<file path="config.mk">
export PLATFORM = sky130hd
export DESIGN_NAME = fft_seq_flat
export DESIGN_NICKNAME = d
export VERILOG_FILES = /design/src/rtl/fft_seq_pkg.sv /design/src/rtl/fft_seq_if.sv /design/src/rtl/fft_seq_delay_line.sv /design/src/rtl/fft_seq.sv /design/src/flat_wrapper.sv
export SDC_FILE = /design/constraint.sdc
export NUM_CORES = 1
export LEC_CHECK = 0
export ABC_CLOCK_PERIOD_IN_PS = 7700
export BUFFER_PORTS_ARGS = -buffer_cell sky130_fd_sc_hd__buf_4
export CORE_MARGIN = 1
export CORE_UTILIZATION = 55
export DETAILED_ROUTE_END_ITERATION = 8
export GPL_TIMING_DRIVEN = 0
export PLACE_DENSITY = 0.81
export SLEW_MARGIN = 20
export SYNTH_ARGS = -nofsm -noshare
export SYNTH_HDL_FRONTEND = slang
export SYNTH_HIERARCHICAL = 1
export SYNTH_SLANG_ARGS = --single-unit
</file>
<file path="constraint.sdc">
create_clock -name clk -period 7.7 [get_ports clk]
set_clock_uncertainty 0.1 [all_clocks]
set_input_delay 2.31 -clock clk [delete_from_list [all_inputs] [get_ports clk]]
set_output_delay 2.31 -clock clk [all_outputs]
set_load 0.01 [all_outputs]
</file>
<file path="src/rtl/fft_seq_pkg.sv">
// Shared definitions for the radix-2 DIF FFT control sequencer: state encoding,
// default sizing and the bit-reversal helper used when unloading results.
package fft_seq_pkg;

  localparam int DEF_LOG2N  = 3;
  localparam int DEF_BF_LAT = 3;
  localparam int N          = 1 << DEF_LOG2N;
  localparam int HALF_N     = N / 2;

  typedef enum logic [1:0] {
    S_IDLE  = 2'd0,
    S_RUN   = 2'd1,
    S_DRAIN = 2'd2,
    S_DONE  = 2'd3
  } state_t;

  // Reverse the low 'bits' bits of x; DIF output lands in bit-reversed order.
  function automatic logic [7:0] bit_rev(input logic [7:0] x, input int bits);
    logic [7:0] r;
    r = {<<{x}};
    return r >> (8 - bits);
  endfunction

endpackage

</file>
<file path="src/rtl/fft_seq_if.sv">
// Host/memory-side signal bundle of the FFT sequencer.
interface fft_seq_if import fft_seq_pkg::*; #(
  parameter int LOG2N = DEF_LOG2N
) ();

  // start is sampled only while idle; busy stays high from the first read of
  // stage 0 through the last write-back; done pulses for one cycle afterwards.
  logic             start;
  logic             busy;
  logic             done;
  logic [LOG2N-1:0] stage;
  logic             rd_en;
  logic [LOG2N-1:0] rd_addr_a;
  logic [LOG2N-1:0] rd_addr_b;
  logic [LOG2N-2:0] tw_addr;
  logic             wr_en;
  logic [LOG2N-1:0] wr_addr_a;
  logic [LOG2N-1:0] wr_addr_b;
  state_t           dbg_state;

  modport slave (
    input  start,
    output busy, done, stage, rd_en, rd_addr_a, rd_addr_b, tw_addr,
           wr_en, wr_addr_a, wr_addr_b, dbg_state
  );

  modport master (
    output start,
    input  busy, done, stage, rd_en, rd_addr_a, rd_addr_b, tw_addr,
           wr_en, wr_addr_a, wr_addr_b, dbg_state
  );

endinterface

</file>
<file path="src/rtl/fft_seq_delay_line.sv">
// Valid+data shift register matching the butterfly pipeline latency; the tail
// carries the write-back strobe and addresses.
module fft_seq_delay_line #(
  parameter int DEPTH = 3,
  parameter int W     = 6
) (
  input  logic         clk,
  input  logic         reset,
  input  logic         i_valid,
  input  logic [W-1:0] i_data,
  output logic         o_valid,
  output logic [W-1:0] o_data
);

  logic [DEPTH-1:0] r_valid;
  logic [W-1:0]     r_data [DEPTH];

  always_ff @(posedge clk or posedge reset) begin
    if (reset) begin
      r_valid <= '0;
      for (int i = 0; i < DEPTH; i++) r_data[i] <= '0;
    end else begin
      r_valid[0] <= i_valid;
      r_data[0]  <= i_data;
      for (int i = 1; i < DEPTH; i++) begin
        r_valid[i] <= r_valid[i-1];
        r_data[i]  <= r_data[i-1];
      end
    end
  end

  assign o_valid = r_valid[DEPTH-1];
  assign o_data  = r_data[DEPTH-1];

endmodule

</file>
<file path="src/rtl/fft_seq.sv">
// In-place radix-2 DIF FFT sequencer: per stage it walks N/2 butterflies,
// issues operand/twiddle addresses, then drains the butterfly pipeline.
module fft_seq import fft_seq_pkg::*; #(
  parameter int LOG2N  = DEF_LOG2N,
  parameter int BF_LAT = DEF_BF_LAT
) (
  input  logic      clk,
  input  logic      reset,
  fft_seq_if.slave  io_seq
);

  localparam int               HALF   = 1 << (LOG2N - 1);
  localparam int               CW     = $clog2(BF_LAT + 1);
  localparam logic [LOG2N-2:0] K_LAST = (LOG2N-1)'(HALF - 1);
  localparam logic [LOG2N-1:0] S_LAST = LOG2N'(LOG2N - 1);
  localparam logic [LOG2N-1:0] SPAN0  = LOG2N'(HALF);

  state_t           r_state;
  logic [LOG2N-2:0] r_k;
  logic [LOG2N-1:0] r_s;
  logic [CW-1:0]    r_drain;
  logic             r_busy;
  logic             r_done;
  logic             r_rd_en;

  always_ff @(posedge clk or posedge reset) begin
    if (reset) begin
      r_state <= S_IDLE;
      r_k     <= '0;
      r_s     <= '0;
      r_drain <= '0;
      r_busy  <= 1'b0;
      r_done  <= 1'b0;
      r_rd_en <= 1'b0;
    end else begin
      r_done <= 1'b0;
      case (r_state)
        S_IDLE: begin
          if (io_seq.start) begin
            r_state <= S_RUN;
            r_k     <= '0;
            r_s     <= '0;
            r_busy  <= 1'b1;
            r_rd_en <= 1'b1;
          end
        end
        S_RUN: begin
          if (r_k == K_LAST) begin
            r_state <= S_DRAIN;
            r_drain <= CW'(BF_LAT);
            r_rd_en <= 1'b0;
          end else begin
            r_k <= r_k + 1'b1;
          end
        end
        S_DRAIN: begin
          // Next stage reads only after this stage's last write has issued.
          if (r_drain == CW'(1)) begin
            if (r_s == S_LAST) begin
              r_state <= S_DONE;
              r_busy  <= 1'b0;
              r_done  <= 1'b1;
            end else begin
              r_state <= S_RUN;
              r_s     <= r_s + 1'b1;
              r_k     <= '0;
              r_rd_en <= 1'b1;
            end
          end else begin
            r_drain <= r_drain - 1'b1;
          end
        end
        S_DONE:  r_state <= S_IDLE;
        default: r_state <= S_IDLE;
      endcase
    end
  end

  // g*2*span + j == 2*(k - j) + j, so no divider is needed.
  logic [LOG2N-1:0] w_span;
  logic [LOG2N-1:0] w_kx;
  logic [LOG2N-1:0] w_j;
  logic [LOG2N-1:0] w_a;
  logic [LOG2N-1:0] w_b;
  logic [LOG2N-2:0] w_tw;

  assign w_span = SPAN0 >> r_s;
  assign w_kx   = {1'b0, r_k};
  assign w_j    = w_kx & (w_span - 1'b1);
  assign w_a    = ((w_kx - w_j) << 1) + w_j;
  assign w_b    = w_a + w_span;
  assign w_tw   = w_j[LOG2N-2:0] << r_s;

  logic [LOG2N-1:0] w_rd_a;
  logic [LOG2N-1:0] w_rd_b;
  logic             w_wr_valid;
  logic [2*LOG2N-1:0] w_wr_data;

  assign w_rd_a = r_rd_en ? w_a : '0;
  assign w_rd_b = r_rd_en ? w_b : '0;

  fft_seq_delay_line #(
    .DEPTH (BF_LAT),
    .W     (2 * LOG2N)
  ) u_delay (
    .clk     (clk),
    .reset   (reset),
    .i_valid (r_rd_en),
    .i_data  ({w_rd_a, w_rd_b}),
    .o_valid (w_wr_valid),
    .o_data  (w_wr_data)
  );

  assign io_seq.busy      = r_busy;
  assign io_seq.done      = r_done;
  assign io_seq.stage     = r_s;
  assign io_seq.rd_en     = r_rd_en;
  assign io_seq.rd_addr_a = w_rd_a;
  assign io_seq.rd_addr_b = w_rd_b;
  assign io_seq.tw_addr   = r_rd_en ? w_tw : '0;
  assign io_seq.wr_en     = w_wr_valid;
  assign io_seq.wr_addr_a = w_wr_data[2*LOG2N-1:LOG2N];
  assign io_seq.wr_addr_b = w_wr_data[LOG2N-1:0];
  assign io_seq.dbg_state = r_state;

endmodule

</file>
<file path="src/flat_wrapper.sv">
// flat-port wrapper written by rule: the top's interface ports become plain ports
module fft_seq_flat import fft_seq_pkg::*;
#(
  parameter int LOG2N  = DEF_LOG2N,
  parameter int BF_LAT = DEF_BF_LAT
)
  (clk, reset, io_seq_start, io_seq_busy, io_seq_done, io_seq_stage, io_seq_rd_en, io_seq_rd_addr_a, io_seq_rd_addr_b, io_seq_tw_addr, io_seq_wr_en, io_seq_wr_addr_a, io_seq_wr_addr_b, io_seq_dbg_state);
  fft_seq_if #(.LOG2N(LOG2N)) io_seq_i ();
  input  logic clk;
  input  logic reset;
  input wire logic [$bits(io_seq_i.start)-1:0] io_seq_start;
  output wire logic [$bits(io_seq_i.busy)-1:0] io_seq_busy;
  output wire logic [$bits(io_seq_i.done)-1:0] io_seq_done;
  output wire logic [$bits(io_seq_i.stage)-1:0] io_seq_stage;
  output wire logic [$bits(io_seq_i.rd_en)-1:0] io_seq_rd_en;
  output wire logic [$bits(io_seq_i.rd_addr_a)-1:0] io_seq_rd_addr_a;
  output wire logic [$bits(io_seq_i.rd_addr_b)-1:0] io_seq_rd_addr_b;
  output wire logic [$bits(io_seq_i.tw_addr)-1:0] io_seq_tw_addr;
  output wire logic [$bits(io_seq_i.wr_en)-1:0] io_seq_wr_en;
  output wire logic [$bits(io_seq_i.wr_addr_a)-1:0] io_seq_wr_addr_a;
  output wire logic [$bits(io_seq_i.wr_addr_b)-1:0] io_seq_wr_addr_b;
  output wire logic [$bits(io_seq_i.dbg_state)-1:0] io_seq_dbg_state;
  assign io_seq_i.start = io_seq_start;
  assign io_seq_busy = io_seq_i.busy;
  assign io_seq_done = io_seq_i.done;
  assign io_seq_stage = io_seq_i.stage;
  assign io_seq_rd_en = io_seq_i.rd_en;
  assign io_seq_rd_addr_a = io_seq_i.rd_addr_a;
  assign io_seq_rd_addr_b = io_seq_i.rd_addr_b;
  assign io_seq_tw_addr = io_seq_i.tw_addr;
  assign io_seq_wr_en = io_seq_i.wr_en;
  assign io_seq_wr_addr_a = io_seq_i.wr_addr_a;
  assign io_seq_wr_addr_b = io_seq_i.wr_addr_b;
  assign io_seq_dbg_state = io_seq_i.dbg_state;
  fft_seq #(.LOG2N(LOG2N), .BF_LAT(BF_LAT)) u_core (.clk(clk), .reset(reset), .io_seq(io_seq_i));
endmodule
</file>
==> reports/metrics.cfg, run 1 <==
[drt]
ant_nets=0
drt_wl_total_um=2320
num_vias=977
first_pass_iters=4
drc_errors=0
viasPerCell=5.22
drtIter0Drc=16
wire_per_inst_um=12.4

[final_layout]
layout-drive-gt1-share_pct=28.7
syn_to_final_growth_pct=21.7
diodes=0
final_nets=167
nFillCells=178

[global_routing]
grt_pass1_wl_um=3910
grt_util_all_layers_pct=20.2
grt_pass1_vias=918
grtUsageMet2_pct=30.6
grt-ovfl-total=0
grt_max_degree=22
grt_use_met1_pct=25.1
antenna_found_initial=0
met3_usage_pct=5.17
top_usage_layer=met2

[critical_path]
crit_required_ns=5.29
cpLargestDelayFamily=adder cells
arrival_ns=3.27
path_class=flop to output port
crit_chain=inv_2 -> ha_1 -> nor2b_2 -> clkbuf_1 -> and2_1 -> ha_1 -> fa_1 -> xnor2_1 -> xnor3_1 -> and2_1 -> buf_4
critical_path.n_buffers_inverters=3
end_kind=output port
slowest_stage=dfrtp_1
critPathMaxFanout=8
timing.critical_path.from_type=flop
critPathMaxStageDelay_ns=0.48

[placed_design]
routabilityCongestion=0.849
port_buffers=25
dpl.hpwl_um=1660

[floorplanning]
die_h_um=53.0
num_rows=18
die_w_um=53.0
start_util_pct=57.8
coreArea_um2=2480
boundaryPins=26
dieArea_um2=2810

[logic_synthesis]
synth_most_common_cell=dfrtp_1
synth-compound-area-share_pct=10.3
synthMuxAreaShare_pct=0.787
seq_area_frac_synth_pct=57.7
yosysUniqueCellTypes=39
synth.top_cell.area_share_pct=57.7
ys_warn_count=6
synth_seq_cells=33
synthTopCellsByArea=dfrtp_1 (58%), ha_1 (6.1%), nand2_1 (3.4%), buf_4 (3.1%), and2_1 (2.6%)
synth_edf_count=0
synthFlopType=dfrtp_1
synth_nets=135
synth_top_family_by_area=simple AND/OR/NAND/NOR gates
synth-xor-area-share_pct=3.41
yosys-top-cells-count=dfrtp_1 (33), nand2_1 (13), ha_1 (7), inv_1 (7)
synth_area_leader_cell=dfrtp_1
synth.avg_cell_area_um2=11.5
synth_simple_gate_area_share_pct=13.6
synth_area_um2=1430
synthArstFlopShare_pct=100
syn_inst=124
synth_fa_ha_area_share_pct=7.52

[timing]
finalSetupViolations=0
worstMarginPinSlew_ns=0.717
period_minus_slack_ns=5.68
worst_slew_margin_rel_pct=52.2
fmax_ghz=0.176
finalHoldViolCount=0
rsz0062_at_grt=false
final.period_utilization_pct=73.7
setup-tns-final_ns=0
drv_slew=0

[cts]
cts-resized-gates=0
cts_setup_buffers=0
cts_hold_buf=0
clk_latency_ns=0.33
h-tree-depth=2
clockBufferDepth=2
clk_pin_slew_ns=0.09
clock-sinks=33
cts_root_buf=clkbuf_4
cts_made_buffers=5
cts_tree=yes

[run_status]
status=finished clean

[run]
drv_cap=0

[power_and_ir_drop]
finalPower_mw=0.701
powerDensity_nw_per_um2=402
max-vdd-ir-drop_mv=0.262
p_leak_nw=0.862

[worst_hold_path]
hold_path.class=flop to flop

worst reg2reg max path, stage by stage (launching register included):
cell and delay, ns:
dfrtp_1 0.48, inv_2 0.14, ha_1 0.26, nor2b_2 0.16
clkbuf_1 0.32, and2_1 0.19, ha_1 0.26, fa_1 0.41
xnor2_1 0.17, xnor3_1 0.22, and2_1 0.18
metrics by stage:
step,instances,hold WS (ns),instance area [µm²],utilization [%],setup WS (ns)
after floorplan,124,0.231,1430,-,2.72
after global placement,179,0.231,1660,66.9,2.46
after detailed placement,179,0.235,1660,66.9,2.39
after CTS,187,0.256,1740,70.3,2.01
after global routing,187,0.260,1740,70.3,1.77
final,187,0.254,1740,70.3,2.02
final cells by class:
cell class	instances	area (µm²)	share of cell area [%]
Buffer	10	61.3	3.52
Clock buffer	7	55.1	3.16
Clock inverter	1	30.0	1.72
Inverter	8	30.0	1.72
Multi-Input combinational cell	73	514	29.5
Sequential cell	33	826	47.4
Tap cell	30	37.5	2.16
Timing Repair Buffer	25	188	10.8
cell usage in the layout (no fill, tap or decap), types with 2 or more instances in the layout:
master / instances
dfrtp_1: 33
a21oi_1: 4
ha_1: 7
buf_4: 31
nor2b_2: 2
inv_1: 7
clkbuf_4: 5
nor2b_1: 2
and2_1: 6
nor2_1: 5
o21ai_0: 3
o21ai_1: 6
clkbuf_1: 4
xnor2_1: 2
nand2_1: 13
registers in the layout, summed over array words and instances, names as in the netlist:
signal                   cells
u_core/u_delay/r_data       12
u_core/u_delay/o_data        6
u_core/io_seq.stage          3
u_core/u_delay/r_valid       3
u_core/io_seq.dbg_state      2
u_core/r_drain               2
u_core/r_k                   2
u_core/io_seq.busy           1
u_core/io_seq.done           1
u_core/io_seq.rd_en          1
cells by family after synthesis:
| group | Yosys count |
|---|---|
| AOI/OAI and AO/OA | 23 |
| xor gates and xnor gates | 4 |
| adders and majority gates | 8 |
| buffers and inverters | 18 |
| DFF | 33 |
| muxes | 1 |
| other | 1 |
| and+or+nand+nor | 36 |
report_power, final:
part / total (mW) / leakage (nW) / internal, mW / switching (mW)
Sequential: 0.271 / 0.403 / 0.234 / 0.0366
Combinational: 0.298 / 0.413 / 0.153 / 0.144
Clock: 0.132 / 0.0455 / 0.0775 / 0.0547
Total: 0.701 / 0.862 / 0.465 / 0.235
routing by layer:
layer	wire length (µm)	part of all wire, %	vias to the layer above
met5	0	0	-
met4	54	2.3	0
met3	101	4.4	7
met2	1130	49	30
met1	1030	44	470
li1	-	-	470
final timing paths:
path / start / end / slack [ns] / cells past startpoint
worst max-delay path: u_core/io_seq.stage[0] / io_seq_rd_addr_b[2] / 2.02 / 11
worst min-delay path: u_core/u_delay/r_data[10] / u_core/u_delay/o_data[4] / 0.25 / 0
worst max register to register: u_core/io_seq.stage[0] / u_core/u_delay/r_data[14] / 4.70 / 10
min in group asynchronous: reset / u_core/r_drain[0] / 1.89 / 2
max in group asynchronous: reset / u_core/u_delay/o_data[1] / 5.04 / 2
worst min register to register: u_core/u_delay/r_data[10] / u_core/u_delay/o_data[4] / 0.25 / 0
(Power assumes the default switching activity.)
==> run 2, diff against run 1 <==
- ABC_CLOCK_PERIOD_IN_PS: 7700 -> 5800
- CORE_UTILIZATION: 55 -> 54
- PLACE_DENSITY: 0.81 -> 0.8
- clock period: 7.7 -> 5.8 ns (I/O delays scaled with it)
==> run 2 against run 1 <==
Setup slack lost 1.3 ns; largest power group unchanged; final cell count is the same; largest cell class unchanged; die area grew 1.8%; sequential power grew 33%; combinational power grew 33%; via count grew 1.8%; count of clock-buffer cells in the layout shrank 1; hold slack gained 0.0010 ns; global-route usage grew 0.073 points; routed wire length grew 4.2%.
==> reports/metrics.cfg, run 2 (same netlist as run 1, synthesis figures left out) <==
[run_status]
status=finished clean

[critical_path]
crit_chain=inv_2 -> ha_1 -> nor2b_2 -> clkbuf_1 -> and2_1 -> ha_1 -> fa_1 -> xnor2_1 -> xnor3_1 -> and2_1 -> buf_4
cpLargestDelayFamily=adder cells
rr_startpoint=u_core/io_seq.stage[0]
end_kind=output port
critical_path.n_buffers_inverters=3
r2r_end=u_core/u_delay/r_data[14]
critPathMaxStageDelay_ns=0.49
crit_required_ns=3.96
slowest_stage=dfrtp_1
path_class=flop to output port
arrival_ns=3.25
critPathMaxFanout=8
worst-r2r-setup-slack_ns=2.80
timing.critical_path.from_type=flop
r2r_cells=10

[drt]
first_pass_iters=4
ant_nets=0
drtIter0Drc=21
drc_errors=0
wire_per_inst_um=12.9
viasPerCell=5.32
num_vias=995
drt_wl_total_um=2420

[final_layout]
fin_cells=187
diodes=0
final_common_cell=dfrtp_1
syn_to_final_growth_pct=19.3
final_cell_mix=dfrtp_1 (33), buf_4 (31), nand2_1 (13), inv_1 (7), ha_1 (7)
largest_reg_flops=12
nFillCells=194
final_nets=167
top_register=u_core/u_delay/r_data
layout-drive-gt1-share_pct=28.7

[timing]
worstMarginPinSlew_ns=0.749
finalHoldViolCount=0
worst_slew_margin_rel_pct=50.0
final.period_utilization_pct=87.7
setup-tns-final_ns=0
fmax_ghz=0.196
period_minus_slack_ns=5.09
rsz0062_at_grt=false
drv_slew=0
finalSetupViolations=0

[floorplanning]
die_w_um=53.5
die_h_um=53.5
dieArea_um2=2860
start_util_pct=57.3
num_rows=18
boundaryPins=26
coreArea_um2=2500

[cts]
cts_made_buffers=5
clk_pin_slew_ns=0.09
clk_latency_ns=0.31
h-tree-depth=2
cts_hold_buf=0
clockBufferDepth=2
cts_setup_buffers=0
clock-sinks=33
cts_tree=yes
cts_root_buf=clkbuf_4
cts-resized-gates=0

[worst_hold_path]
min_to=u_core/u_delay/r_data[6]
hold_path.class=flop to flop
hold_path_depth=0
min-delay-start=u_core/u_delay/r_data[12]

[run]
drv_cap=0

[placed_design]
port_buffers=25
dpl.hpwl_um=1760
routabilityCongestion=0.802
placed_cells=179

[global_routing]
grt_max_degree=22
grt_util_all_layers_pct=20.3
grt_pass1_vias=931
grt-ovfl-total=0
antenna_found_initial=0
grt_pass1_wl_um=3970

[power_and_ir_drop]
p_leak_nw=0.848
finalPower_mw=0.874
max-vdd-ir-drop_mv=0.329
powerDensity_nw_per_um2=512

==> run 2: routing by layer <==
metal,vias up,part of all wire (%),GRT usage [%]
met5,-,0,0
met1,486,38,23.1
met3,2,5.0,5.17
met4,0,0.62,7.89
li1,474,-,-
met2,33,56,35.8
==> run 2: area by class of cell <==
cell class	count	area (µm²)	share of cell area, %
tap	30	37.5	2.20
inverter	8	30.0	1.76
buffer	10	61.3	3.59
multi-input combinational	73	514	30.1
sequential	33	826	48.4
clock buffer	6	41.3	2.42
timing repair buffer	25	188	11.0
clock inverter	2	10.0	0.586
==> run 2: worst register-to-register path: cells and delay by family (launching register included) <==
family	cells	cell delay, ns
fa+ha+maj	3	0.93
buf+inv	2	0.45
flops	1	0.49
xor+xnor	2	0.40
simple gates	3	0.53
==> run 2: worst max path at each step <==
stage | start | endpoint | slack [ns] | cells past startpoint
after floorplan | u_core/io_seq.stage[0] | io_seq_rd_addr_b[2] | 1.39 | 10
after global placement | u_core/io_seq.stage[0] | io_seq_rd_addr_b[2] | 1.12 | 11
after detailed placement | u_core/io_seq.stage[0] | io_seq_rd_addr_b[2] | 1.05 | 11
after CTS | u_core/io_seq.stage[0] | io_seq_rd_addr_b[2] | 0.68 | 11
after global routing | u_core/io_seq.stage[0] | io_seq_rd_addr_b[2] | 0.52 | 11
final | u_core/io_seq.stage[0] | io_seq_rd_addr_b[2] | 0.71 | 11
==> run 2: metrics by stage <==
stage	setup WS [ns]	hold WS (ns)	instance area, µm²	utilization [%]
floorplan	1.39	0.231	1430	-
global placement	1.12	0.231	1660	66.3
detailed placement	1.05	0.235	1660	66.3
CTS	0.679	0.257	1710	68.3
global route	0.518	0.261	1710	68.3
finish	0.711	0.255	1710	68.3
==> run 2: power by group <==
group	internal [mW]	leakage (nW)	switching (mW)
Clock	0.0462	0.0320	0.0706
Sequential	0.311	0.403	0.0497
Combinational	0.204	0.413	0.193
Total	0.561	0.848	0.313
